==> src/rtl/paint_px_writer_if.sv <==
// rtl/paint_px_writer_if.sv - paint strobe, framebuffer RAM port and status bundle for paint_px_writer
interface paint_px_writer_if #(
  parameter int DATA_W = 8
);
  logic              paint;
  logic [DATA_W-1:0] px_data;
  logic [7:0]        in_x;
  logic [7:0]        in_y;
  logic              src_done;
  logic              full;
  logic              mem_we;
  logic [11:0]       mem_addr;
  logic [DATA_W-1:0] mem_wdata;
  logic              mem_ack;
  logic              frame_done;
  logic              overflow;
  logic [7:0]        drop_cnt;

  modport slave (
    input  paint, px_data, in_x, in_y, src_done, mem_ack,
    output full, mem_we, mem_addr, mem_wdata, frame_done, overflow, drop_cnt
  );

  modport master (
    output paint, px_data, in_x, in_y, src_done, mem_ack,
    input  full, mem_we, mem_addr, mem_wdata, frame_done, overflow, drop_cnt
  );
endinterface

==> src/rtl/paint_px_writer.sv <==
// rtl/paint_px_writer.sv - buffers pixel paints and commits each as one framebuffer RAM write
// Optional macro PXW_BOUNDS_CHECK_EN: discard and count paints with x or y >= 64 instead of wrapping.
module paint_px_writer #(
  parameter int FIFO_DEPTH = 4,
  parameter int DATA_W     = 8
) (
  input  logic             clk,
  input  logic             rst,
  paint_px_writer_if.slave bus
);
  localparam int AW = $clog2(FIFO_DEPTH);
  localparam int EW = 12 + DATA_W;
  localparam logic [AW:0] DEPTH_C = (AW+1)'(FIFO_DEPTH);

  typedef enum logic {S_IDLE, S_WRITE} state_t;

  state_t        state, state_nx;
  logic [EW-1:0] fifo_mem [FIFO_DEPTH];
  logic [AW-1:0] wr_ptr, rd_ptr;
  logic [AW:0]   count;
  logic          in_range, push, pop, fifo_empty, fifo_full;
  logic          pending, fire;
  logic [EW-1:0] head;

`ifdef PXW_BOUNDS_CHECK_EN
  assign in_range = (bus.in_x[7:6] == 2'b00) && (bus.in_y[7:6] == 2'b00);
`else
  logic unused_hi;
  assign in_range  = 1'b1;
  assign unused_hi = ^{bus.in_x[7:6], bus.in_y[7:6]};
`endif

  assign fifo_full  = (count == DEPTH_C);
  assign fifo_empty = (count == '0);
  assign push       = bus.paint && in_range && !fifo_full;
  assign head       = fifo_mem[rd_ptr];
  assign fire       = pending && (state == S_IDLE) && fifo_empty;

  assign bus.full   = fifo_full;
  assign bus.mem_we = (state == S_WRITE);

  always_ff @(posedge clk or negedge rst) begin
    if (!rst) state <= S_IDLE;
    else      state <= state_nx;
  end

  // A pop always feeds the address/data registers, so WRITE chains entries back-to-back.
  always_comb begin
    state_nx = state;
    pop      = 1'b0;
    case (state)
      S_IDLE: begin
        if (!fifo_empty) begin
          pop      = 1'b1;
          state_nx = S_WRITE;
        end
      end
      S_WRITE: begin
        if (bus.mem_ack) begin
          if (!fifo_empty) pop      = 1'b1;
          else             state_nx = S_IDLE;
        end
      end
      default: state_nx = S_IDLE;
    endcase
  end

  always_ff @(posedge clk) begin
    if (push) fifo_mem[wr_ptr] <= {bus.in_y[5:0], bus.in_x[5:0], bus.px_data};
  end

  always_ff @(posedge clk or negedge rst) begin
    if (!rst) begin
      wr_ptr <= '0;
      rd_ptr <= '0;
      count  <= '0;
    end else begin
      if (push) wr_ptr <= wr_ptr + 1'b1;
      if (pop)  rd_ptr <= rd_ptr + 1'b1;
      case ({push, pop})
        2'b10:   count <= count + 1'b1;
        2'b01:   count <= count - 1'b1;
        default: count <= count;
      endcase
    end
  end

  always_ff @(posedge clk or negedge rst) begin
    if (!rst) begin
      bus.mem_addr  <= '0;
      bus.mem_wdata <= '0;
    end else if (pop) begin
      bus.mem_addr  <= head[EW-1:DATA_W];
      bus.mem_wdata <= head[DATA_W-1:0];
    end
  end

  // Overflow uses the registered count, so a pop on the same edge does not rescue the pixel.
  always_ff @(posedge clk or negedge rst) begin
    if (!rst)                                      bus.overflow <= 1'b0;
    else if (bus.paint && in_range && fifo_full)   bus.overflow <= 1'b1;
  end

  // Extra src_done pulses while a completion is already pending are absorbed.
  always_ff @(posedge clk or negedge rst) begin
    if (!rst) begin
      pending        <= 1'b0;
      bus.frame_done <= 1'b0;
    end else begin
      bus.frame_done <= fire;
      pending        <= fire ? 1'b0 : (pending | bus.src_done);
    end
  end

`ifdef PXW_BOUNDS_CHECK_EN
  always_ff @(posedge clk or negedge rst) begin
    if (!rst)
      bus.drop_cnt <= '0;
    else if (bus.paint && !in_range && (bus.drop_cnt != 8'hFF))
      bus.drop_cnt <= bus.drop_cnt + 8'd1;
  end
`else
  assign bus.drop_cnt = 8'd0;
`endif
endmodule

==> src/flat_wrapper.sv <==
// flat-port wrapper written by rule: the top's interface ports become plain ports
module paint_px_writer_flat 
#(
  parameter int FIFO_DEPTH = 4,
  parameter int DATA_W     = 8
)
  (clk, rst, bus_paint, bus_px_data, bus_in_x, bus_in_y, bus_src_done, bus_mem_ack, bus_full, bus_mem_we, bus_mem_addr, bus_mem_wdata, bus_frame_done, bus_overflow, bus_drop_cnt);
  paint_px_writer_if #(.DATA_W(DATA_W)) bus_i ();
  input  logic clk;
  input  logic rst;
  input wire logic [$bits(bus_i.paint)-1:0] bus_paint;
  input wire logic [$bits(bus_i.px_data)-1:0] bus_px_data;
  input wire logic [$bits(bus_i.in_x)-1:0] bus_in_x;
  input wire logic [$bits(bus_i.in_y)-1:0] bus_in_y;
  input wire logic [$bits(bus_i.src_done)-1:0] bus_src_done;
  input wire logic [$bits(bus_i.mem_ack)-1:0] bus_mem_ack;
  output wire logic [$bits(bus_i.full)-1:0] bus_full;
  output wire logic [$bits(bus_i.mem_we)-1:0] bus_mem_we;
  output wire logic [$bits(bus_i.mem_addr)-1:0] bus_mem_addr;
  output wire logic [$bits(bus_i.mem_wdata)-1:0] bus_mem_wdata;
  output wire logic [$bits(bus_i.frame_done)-1:0] bus_frame_done;
  output wire logic [$bits(bus_i.overflow)-1:0] bus_overflow;
  output wire logic [$bits(bus_i.drop_cnt)-1:0] bus_drop_cnt;
  assign bus_i.paint = bus_paint;
  assign bus_i.px_data = bus_px_data;
  assign bus_i.in_x = bus_in_x;
  assign bus_i.in_y = bus_in_y;
  assign bus_i.src_done = bus_src_done;
  assign bus_i.mem_ack = bus_mem_ack;
  assign bus_full = bus_i.full;
  assign bus_mem_we = bus_i.mem_we;
  assign bus_mem_addr = bus_i.mem_addr;
  assign bus_mem_wdata = bus_i.mem_wdata;
  assign bus_frame_done = bus_i.frame_done;
  assign bus_overflow = bus_i.overflow;
  assign bus_drop_cnt = bus_i.drop_cnt;
  paint_px_writer #(.FIFO_DEPTH(FIFO_DEPTH), .DATA_W(DATA_W)) u_core (.clk(clk), .rst(rst), .bus(bus_i));
endmodule
==> config.mk <==
export PLATFORM = sky130hd
export DESIGN_NAME = paint_px_writer_flat
export DESIGN_NICKNAME = d
export VERILOG_FILES = /design/src/rtl/paint_px_writer_if.sv /design/src/rtl/paint_px_writer.sv /design/src/flat_wrapper.sv
export SDC_FILE = /design/constraint.sdc
export NUM_CORES = 1
export LEC_CHECK = 0
export CORE_MARGIN = 2
export CORE_UTILIZATION = 40
export DETAILED_ROUTE_END_ITERATION = 10
export GPL_ROUTABILITY_DRIVEN = 0
export HOLD_SLACK_MARGIN = 0.1
export MAX_ROUTING_LAYER = met4
export PLACE_DENSITY = 0.65
export SLEW_MARGIN = 40
export SYNTH_ARGS = -nofsm -noshare
export SYNTH_HDL_FRONTEND = slang
export SYNTH_SLANG_ARGS = --single-unit
export TNS_END_PERCENT = 100
==> constraint.sdc <==
create_clock -name clk -period 4 [get_ports clk]
set_clock_uncertainty 0.1 [all_clocks]
set_input_delay 0.8 -clock clk [delete_from_list [all_inputs] [get_ports clk]]
set_output_delay 0.8 -clock clk [all_outputs]
set_load 0.1 [all_outputs]
======== Word level (Yosys, flattened, before mapping) ========
Memory sizes are Yosys's and may differ from the RTL's. A register that Yosys moved wholly into a read port is not among the register bits.
Index checks and enable logic that the tools add are counted.
W data, S select, Z words.
word-level totals
  memory bits (writable) .................. 80
  memories kept ........................... 1
  output and inout port bits .............. 32
  bits in registers ....................... 11
memory list
  memory           depth  bits a word  rd ports  clocked after memory_dff  write ports  line                   source
  u_core.fifo_mem  4      20           1         1                         1            paint_px_writer.sv:18  logic [EW-1:0] fifo_mem [FIFO_DEPTH];
operators by class
  reductions and logical operators ........ 8
  muxes and demuxes ....................... 9
  bitwise operators ....................... 2
  eq/ne operators ......................... 3
  add/sub/neg operators ................... 4
operators by type and width
  operator               count
  $mux W1                6
  $pmux W3 S2            1
  $add A2 B1 Y2 const B  2
  $logic_and A1 B1 Y1    4
  $pmux W1 S2            2
  $add A3 B1 Y3 const B  1
  $eq A3 B3 Y1 const B   1
  $logic_not A3 Y1       1
  $sub A3 B1 Y3 const B  1
  $eq A2 B1 Y1 const B   1
  $eq A2 B2 Y1 const B   1
  $logic_not A1 Y1       2
  $reduce_bool A2 Y1     1
  $not A1 Y1             1
  $or A1 B1 Y1           1

======== Longest topological paths before layout ========
Gate-level depths: netlist (run 1).
  depth in word-level cells ............... 6
  mapped depth ............................ 9
  depth with buffers taken out ............ 9

======== Least setup slack after synthesis (run 1) ========
OpenSTA, ideal clock, no wires.
  kind .................................... register to register
  from .................................... reg u_core.count[0]
  to ...................................... reg u_core.count[2]
  data arrival time ....................... 4275 ps
  required time ........................... 3821 ps
  setup slack ............................. -454 ps
  library setup time ...................... 79 ps
  stages on the path, launching flop included .. 10
  clock period less this slack ............ 4454 ps
  path buffers ............................ 0
  cells stage by stage .................... dfrtp_1 -> nor3b_1 -> nor2b_1 -> inv_1 -> ha_1 -> inv_1 -> fa_1 -> xor2_1 -> nor2_1 -> xor2_1
RTL lines
  element                                                   line                   source
  start, declared                                           paint_px_writer.sv:20  logic [AW:0] count;
  start signal, assigned                                    paint_px_writer.sv:81  2'b10: count <= count + 1'b1;
  start signal, assigned                                    paint_px_writer.sv:82  2'b01: count <= count - 1'b1;
  start signal, assigned                                    paint_px_writer.sv:83  default: count <= count;
  $eq A3 B3 Y1 *                                            paint_px_writer.sv:33  assign fifo_full = (count == DEPTH_C);
  net bus_full                                              flat_wrapper.sv:17     output wire logic [$bits(bus_i.full)-1:0] bus_full;
  $logic_not A1 Y1 *                                        paint_px_writer.sv:35  assign push = bus.paint && in_range && !fifo_full;
  $logic_and A1 B1 Y1 *                                     paint_px_writer.sv:35
  $eq A2 B1 Y1 / $eq A2 B2 Y1 (equally long branches)       paint_px_writer.sv:80  case ({push, pop})
  $pmux W3 S2 / $reduce_bool A2 Y1 (equally long branches)  --
Mark *: on every way through the listed nets, which the timed path passes. The rest lies on a longest branch.
A chain may end at the register's enable or synchronous reset.

======== Final worst setup path (run 1) ========
  from .................................... in bus_paint
  to ...................................... mem u_core.fifo_mem[3][15] (netlist name) (enable)
on the way
  longest elaborated chain between the ends .. 3
ends and longest elaborated chain
  element                        line                   source
  start, declared                flat_wrapper.sv:11     input wire logic [$bits(bus_i.paint)-1:0] bus_paint;
  $logic_and A1 B1 Y1            paint_px_writer.sv:35
  $mux W1                        paint_px_writer.sv:69  if (push) fifo_mem[wr_ptr] <= {bus.in_y[5:0], bus.in_x[5:0], bus.px_data};
  $mux W1 (not written as such)  paint_px_writer.sv:69
  end, declared                  paint_px_writer.sv:18
Every way passes these cells.

==> results of run 1 <==
==> worst max path at each step <==
stage                          from                     end  depth (start not counted)  slack [ns]
finish                    bus_paint  u_core.fifo_mem[3][15]                          4        1.42
global route              bus_paint  u_core.fifo_mem[3][15]                          4        1.27
CTS                       bus_paint  u_core.fifo_mem[3][15]                          4        1.34
detailed placement        bus_paint  u_core.fifo_mem[3][19]                          4        0.96
global placement          bus_paint  u_core.fifo_mem[3][13]                          4        1.03
floorplan           u_core.count[0]         u_core.count[2]                          9        0.73
==> stage by stage <==
| step | hold WS, ns | instance area, µm² |
|---|---|---|
| after floorplan | 0.356 | 4350 |
| after detailed placement | 0.341 | 4840 |
| after global routing | 0.285 | 5010 |
| after global placement | 0.344 | 4960 |
| after CTS | 0.366 | 5010 |
| final | 0.274 | 5010 |
==> sequential cells by signal, summed over array words and instances (netlist names) <==
register / flops
u_core.bus.mem_wdata: 8
u_core.bus.mem_addr: 12
u_core.bus.frame_done: 1
u_core.rd_ptr: 2
u_core.bus.mem_we: 1
u_core.count: 3
u_core.wr_ptr: 2
u_core.pending: 1
u_core.bus.overflow: 1
u_core.fifo_mem: 80
==> routing by layer <==
layer / global-route usage (%) / routed length [µm] / up-vias
li1: - / - / 882
met1: 18.1 / 3200 / 968
met2: 20.7 / 3390 / 45
met3: 2.23 / 220 / 12
met4: 5.49 / 121 / 0
met5: - / 0 / -
==> critical path: cells and delay by family <==
family,cells,cell delay (ns)
and+or+nand+nor,2,0.99
buffers and inverters,2,0.75
==> placed cells by master (no fill, tap or decap) <==
master,Yosys,final
a21o_1,1,1
and2_1,4,4
and3b_1,2,2
buf_2,1,24
buf_4,10,9
clkbuf_1,1,1
clkbuf_8,0,9
clkdlybuf4s50_1,0,23
clkinv_1,0,2
clkinvlp_4,0,1
conb_1,1,8
dfrtp_1,31,30
dfrtp_2,0,1
edfxtp_1,80,80
fa_1,1,1
ha_1,5,5
inv_1,6,6
inv_6,0,3
mux2_2,3,3
mux2_4,18,18
mux2i_1,1,1
mux4_1,2,2
mux4_2,18,18
nand2_1,1,1
nand2b_1,1,1
nor2_1,3,3
nor2b_1,1,1
nor2b_4,0,1
nor3_2,1,1
nor3b_2,0,1
xnor2_1,2,2
xor2_1,4,4
==> layout make-up <==
cell class              instances  area, µm²
clock buffers                  10        128
clock inverters                 6       41.3
fillers                       880       5410
inverters                       6       22.5
multi-input cells              78       1050
flip-flops and latches        111       3180
well taps                     136        170
repair buffers                 56        418
==> cells by family (layout without fill, tap and decap cells) <==
group,Yosys count,count (layout),synth area share (%)
xor gates and xnor gates,6,6,1.22
other,1,8,0.0868
buffers and inverters,20,78,2.98
and+or+nand+nor,15,15,2.23
AOI/OAI and AO/OA,1,1,0.174
muxes,42,42,17.9
adders and majority gates,6,6,1.91
DFF,111,111,73.5
==> results.cfg, run 1 <==
[floorplanning]
dieArea_mm2 = 0.0117
rows = 37
ios = 61
die_y_um = 108
die_x_um = 108
initial_utilization_pct = 41.5
core_area_mm2 = 0.0104

[timing]
hold_viol = 0
rsz0062_at_grt = no
setup_violations = 0
final.period_utilization_pct = 64.6
slew_viol_final = 0
tightest_slew_ns = 0.560
setup_ws_ns = 1.42
finalSetupTns_ns = 0
slew_headroom_pct = 62.7
min_period_ns = 2.58
timing.fmax_mhz = 387

[logic_synthesis]
postSynthRegisterBits = 111
synth_cell_type_count = 27
ys.flop_type = edfxtp_1
synthTopCellsByCount = edfxtp_1, dfrtp_1, mux2_4, mux4_2, buf_4
syn_inst = 202
synth_edf_count = 80
yosys.area.top_type = edfxtp_1
ys_warn_count = 0
async_flop_share_pct = 27.9
yosysMostFrequentCell = edfxtp_1
synth.top_cell.area_share_pct = 55.6
ys_seq_area_share_pct = 73.5
avgSynthCellArea_um2 = 21.4
synthTopCellsByArea = edfxtp_1, dfrtp_1, mux4_2, mux2_4, buf_4
synth_area_mm2 = 0.00432

[placement]
dp_hpwl_um = 4360
place_ws_ns = 0.958
dp_cells = 387
port_buffers = 48

[critical_path]
path_class = in2reg
reg2reg_depth = 4
crit_path_end_kind = flop
path_cells = clkdlybuf4s50_1 > nor2b_1 > and2_1 > buf_4
slowest_delay_ns = 0.56
startpoint_type = input port
r2r-end = u_core.fifo_mem[3][15]
critical_path.max_fanout = 10
r2r_start = u_core.count[2]
slowest_stage = and2_1
cp.required_ns = 3.97
timing.reg2reg.setup_slack_ns = 1.76
cp.arrival_ns = 2.55

[grt]
track_usage_pct = 13.5
grt_pass1_wl_um = 11100
antenna_found_initial = 0
grt_pass1_vias = 2015
overflow = 0
grt_max_degree = 32

[clock_tree]
cts_sinks = 111
tritoncts = built
post_cts_buffers = 0
cts-resized-gates = 0
root_buffer = clkbuf_8
cts_buffer_depth = 2
cts_made_buffers = 9
cts_hold_buf = 0
clock_latency_ns = 0.36
cts.reportedPaths.clkPinSlew_ns = 0.10
htree_levels = 3

[job]
timing.max_cap.violations = 0

[cells_and_area]
drive_gt1_share_pct = 33.3
final_util_pct = 48.1
n_antenna_cell = 0
fin_cells = 403
syn2layout_area_growth_pct = 15.9
layout.nets = 297

[hold_path]
hold_class = in2async

[route]
routedWlPerCell_um = 17.2
routed_via_density = 4.73
drtIter0Drc = 74
vias = 1907
drc = 0
antenna_left = 0
drt-total-wl_um = 6940
firstDrtPassIters = 4

[outcome]
status = finished clean
Power of run 1 is left out: the tool's default activity adds up to more than one toggle a clock period on the data nets, which glitch-free logic cannot reach.
==> inputs of run 2 (changes only) <==
clock period = 2.38 ns   (was 4 ns; I/O delays follow)
==> run 2 against run 1 <==
  * Setup slack got worse by 1.1 ns
  * Sequential share of layout area fell by 2.5 points
  * Worst hold slack improved by 0.094 ns
  * Non-clock buffer count rose by 7
  * Die area did not move
  * Register-to-register slack got worse by 1.4 ns
  * Clock-buffer cell count rose by 1
  * Global-route usage barely moved
  * Via count rose by 1.9%
  * First-iteration DRC count fell by 4.1%
  * Flip-flop and latch count did not move
  * Critical path depth rose by 5
  * Critical path type is now reg2reg
  * Highest routed layer unchanged
==> results.cfg, run 2 (synthesis gave the netlist of run 1 again) <==
[timing]
timing.fmax_mhz = 484
min_period_ns = 2.06
slew_viol_final = 0
setup_violations = 0
hold_ws_ns = 0.368
final.period_utilization_pct = 86.7
rsz0062_at_grt = no
hold_viol = 0

[cells_and_area]
layout.nets = 304
largestRegisters = u_core.fifo_mem x80, u_core.bus.mem_addr x12, u_core.bus.mem_wdata x8
multi_input_area_mm2 = 0.00107
largest_register_ffs = 80
syn2layout_area_growth_pct = 20.6
final_util_pct = 50.0
nFillCells = 871
n_antenna_cell = 0
regMostFlops = u_core.fifo_mem
drive_gt1_share_pct = 37.6
seqCellArea_mm2 = 0.00318
final_common_cell = edfxtp_1
layout_common_cells = edfxtp_1, buf_4, dfrtp_1

[floorplanning]
initial_utilization_pct = 41.5
rows = 37
die_y_um = 108
ios = 61
die_x_um = 108
core_area_mm2 = 0.0104
dieArea_mm2 = 0.0117

[critical_path]
path_buf_inv = 2
cp.required_ns = 2.57
cp_top_family = simple AND/OR/NAND/NOR gates
cp_common_cell = xor2_1
slowest_stage = dfrtp_1
timing.reg2reg.setup_slack_ns = 0.32
cp.arrival_ns = 2.25
critical_path.max_fanout = 4
path_cells = nor3b_4 > nor2b_2 > inv_1 > ha_2 > inv_2 > fa_2 > xor2_1 > nor2_1 > xor2_1
path_class = reg2reg
startpoint_type = flop
slowest_delay_ns = 0.46
crit_path_end_kind = flop

[clock_tree]
root_buffer = clkbuf_8
clock_latency_ns = 0.36
htree_levels = 3
post_cts_buffers = 0
cts_made_buffers = 9
tritoncts = built
cts.reportedPaths.clkPinSlew_ns = 0.10
cts_sinks = 111
cts_buffer_depth = 2

[grt]
grt_max_degree = 32
overflow = 0
track_usage_pct = 13.5
grt_pass1_vias = 2035
grt_pass1_wl_um = 11100
antenna_found_initial = 0

[route]
routed_via_density = 4.74
drtIter0Drc = 71
drt-total-wl_um = 6950
firstDrtPassIters = 4
drc = 0
routedWlPerCell_um = 17.0
antenna_left = 0
vias = 1944

[outcome]
status = finished clean

[hold_path]
hold_class = reg2reg

[placement]
dp_hpwl_um = 4300
port_buffers = 48

[job]
timing.max_cap.violations = 0
run 2: changes by cell type in the layout (fill, tap and decap cells not counted), sizes merged:
cell / before / now
buf: 33 / 39
bufinv: 0 / 2
clkbuf: 10 / 11
clkinvlp: 1 / 0
dlygate4sd3: 0 / 1
inv: 9 / 7
run 2: timing repair:
action | in CTS | in global routing
resized for setup | 0 | 0
hold endpoints to repair | 0 | 31
hold buffers | 0 | 1
run 2: path summary, 6_finish.rpt:
kind	from	to	cells past startpoint
worst max-delay path	u_core.count[0]	u_core.count[2]	9
worst min-delay path	u_core.bus.overflow	u_core.bus.overflow	1
worst max register to register	u_core.count[0]	u_core.count[2]	9
worst min register to register	u_core.bus.overflow	u_core.bus.overflow	1
max in group asynchronous	rst	u_core.bus.mem_addr[9]	2
min in group asynchronous	rst	u_core.bus.mem_wdata[2]	2
run 2: cell type report:
class,count,area share [%]
Timing Repair Buffer,63,10.7
Sequential cell,111,61.0
Clock inverter,5,1.58
Clock buffer,11,2.52
Multi-Input combinational cell,78,20.5
Tap cell,136,3.26
Inverter,6,0.432
run 2: worst register-to-register path: stages (launching register included):
cell and delay (ns):
dfrtp_1 0.46, nor3b_4 0.32, nor2b_2 0.09, inv_1 0.07
ha_2 0.19, inv_2 0.04, fa_2 0.32, xor2_1 0.14
nor2_1 0.12, xor2_1 0.14
run 2: stage by stage:
stage                     setup TNS [ns]  area [µm²]  setup WS (ns)  instances
after global routing                   0        5210          0.187        410
after detailed placement               0        4990         0.0107        393
after floorplan                   -0.583        4370         -0.346        209
after global placement                 0        4990         0.0301        393
after CTS                              0        5200          0.288        409
final                                  0        5210          0.316        410
run 2: layer usage:
| layer | part of all wire [%] | vias to the layer above | global-route usage, % |
|---|---|---|---|
| met3 | 2.7 | 11 | 2.65 |
| li1 | - | 893 | - |
| met1 | 46 | 999 | 17.1 |
| met5 | 0 | - | - |
| met2 | 50 | 41 | 21.6 |
| met4 | 2.0 | 0 | 5.49 |
Power of run 2 is left out for the same reason.
==> inputs of run 3 (changes only) <==
CORE_UTILIZATION = 54   (was 40)
PLACE_DENSITY = 0.82   (was 0.65)
==> run 3 against run 2 <==
  * Flip-flop and latch count unchanged
  * Register-to-register slack about the same
  * Critical path depth unchanged
  * Die area down 25%
  * Design area down 1.0%
  * Core utilization up 17 points
  * Worst hold slack better by 0.0093 ns
  * Final cell count down 9.3%
  * Wire length down 1.4%
  * Setup slack better by 0.0050 ns
  * Critical path type unchanged
==> results.cfg, run 3 (synthesis gave the netlist of run 1 again) <==
[outcome]
status = finished clean

[clock_tree]
cts-resized-gates = 0
cts_sinks = 111
tritoncts = built
cts_made_buffers = 9
cts_buffer_depth = 2
root_buffer = clkbuf_8
htree_levels = 3
cts.reportedPaths.clkPinSlew_ns = 0.10
clock_latency_ns = 0.36

[critical_path]
cp.required_ns = 2.57
crit_path_end_kind = flop
cp.arrival_ns = 2.25
r2r_start = u_core.count[0]
timing.reg2reg.setup_slack_ns = 0.32
startpoint_type = flop
r2r-end = u_core.count[2]
path_class = reg2reg
crit_start = u_core.count[0]
critical_path.max_fanout = 4
reg2reg_depth = 9

[grt]
grt_max_degree = 32
grt_pass1_wl_um = 10900
grt_pass1_vias = 2145
overflow = 0
antenna_found_initial = 0
track_usage_pct = 17.9

[timing]
finalSetupTns_ns = 0
final.period_utilization_pct = 86.5
setup_violations = 0
rsz0062_at_grt = no
slew_viol_final = 0
hold_viol = 0
slew_headroom_pct = 50.5
min_period_ns = 2.06
tightest_slew_ns = 0.742
timing.fmax_mhz = 486

[floorplanning]
ios = 61
initial_utilization_pct = 55.9
rows = 32
core_area_mm2 = 0.00773
die_y_um = 93.5
die_x_um = 93.5
dieArea_mm2 = 0.00873

[job]
timing.max_cap.violations = 0

[route]
drt-total-wl_um = 6860
vias = 1971
drtIter0Drc = 119
routedWlPerCell_um = 18.4
antenna_left = 0
routed_via_density = 5.30
firstDrtPassIters = 4
drc = 0

[cells_and_area]
drive_gt1_share_pct = 37.0
regMostFlops = u_core.fifo_mem
layout.nets = 300
largestRegisters = u_core.fifo_mem x80, u_core.bus.mem_addr x12, u_core.bus.mem_wdata x8
layout_common_cells = edfxtp_1, dfrtp_1, buf_4
n_antenna_cell = 0
largest_register_ffs = 80
syn2layout_area_growth_pct = 19.4
final_common_cell = edfxtp_1

[hold_path]
hold_depth = 1
hold_class = reg2reg
worstHoldEndpoint = u_core.bus.overflow
worstHoldStart = u_core.bus.overflow

[placement]
dp_hpwl_um = 4280
port_buffers = 48
==> run 3: cell count changes in the layout (fill, tap and decap cells not counted), sizes merged <==
cell	previous run	this run
buf	39	35
clkinv	2	1
clkinvlp	0	3
clkbuf	11	10
bufinv	2	1
==> run 3: worst max-delay path by stage <==
stage                       to  slack [ns]
6_report       u_core.count[2]        0.32
5_1_grt        u_core.count[2]        0.17
4_1_cts        u_core.count[2]        0.30
3_5_place_dp   u_core.count[2]       -0.03
3_3_place_gp   u_core.count[2]        0.04
2_1_floorplan  u_core.count[2]       -0.35
==> run 3: critical path, cell delays in order, from the launching register on <==
cell     delay (ns)
dfrtp_1        0.46
nor3b_4        0.31
nor2b_2        0.08
inv_1          0.07
ha_2           0.19
inv_2          0.04
fa_2           0.32
xor2_1         0.14
nor2_1         0.12
xor2_1         0.16
==> run 3: per-stage QoR <==
stage / utilization (%) / hold WS (ns) / worst slack [ns] / cells / instance area [µm²]
2_1_floorplan: - / 0.0804 / -0.346 / 209 / 4370
3_3_place_gp: 64.1 / 0.345 / 0.0439 / 355 / 4950
3_5_place_dp: 64.1 / 0.358 / -0.0265 / 355 / 4950
4_1_cts: 66.8 / 0.382 / 0.299 / 372 / 5160
5_1_grt: 66.8 / 0.420 / 0.168 / 372 / 5160
6_report: 66.8 / 0.378 / 0.321 / 372 / 5160
==> run 3: layer usage <==
layer / wire, µm / track usage, %
met1: 2950 / 22.0
met2: 3580 / 29.7
met3: 214 / 3.22
met4: 116 / 7.60
met5: 0 / -
==> run 3: what timing repair did <==
item	in CTS	in global routing
buffers inserted	0	0
hold buffers	1	0
endpoints found under the hold margin	13	0
==> run 3: layout make-up <==
class | count | area (µm²)
inverter | 6 | 22.5
sequential | 111 | 3180
fill | 517 | 2570
clock buffer | 10 | 128
clock inverter | 6 | 70.1
timing repair buffer | 59 | 563
multi-input combinational | 78 | 1070
tap | 102 | 128
Power of run 3 is left out for the same reason.
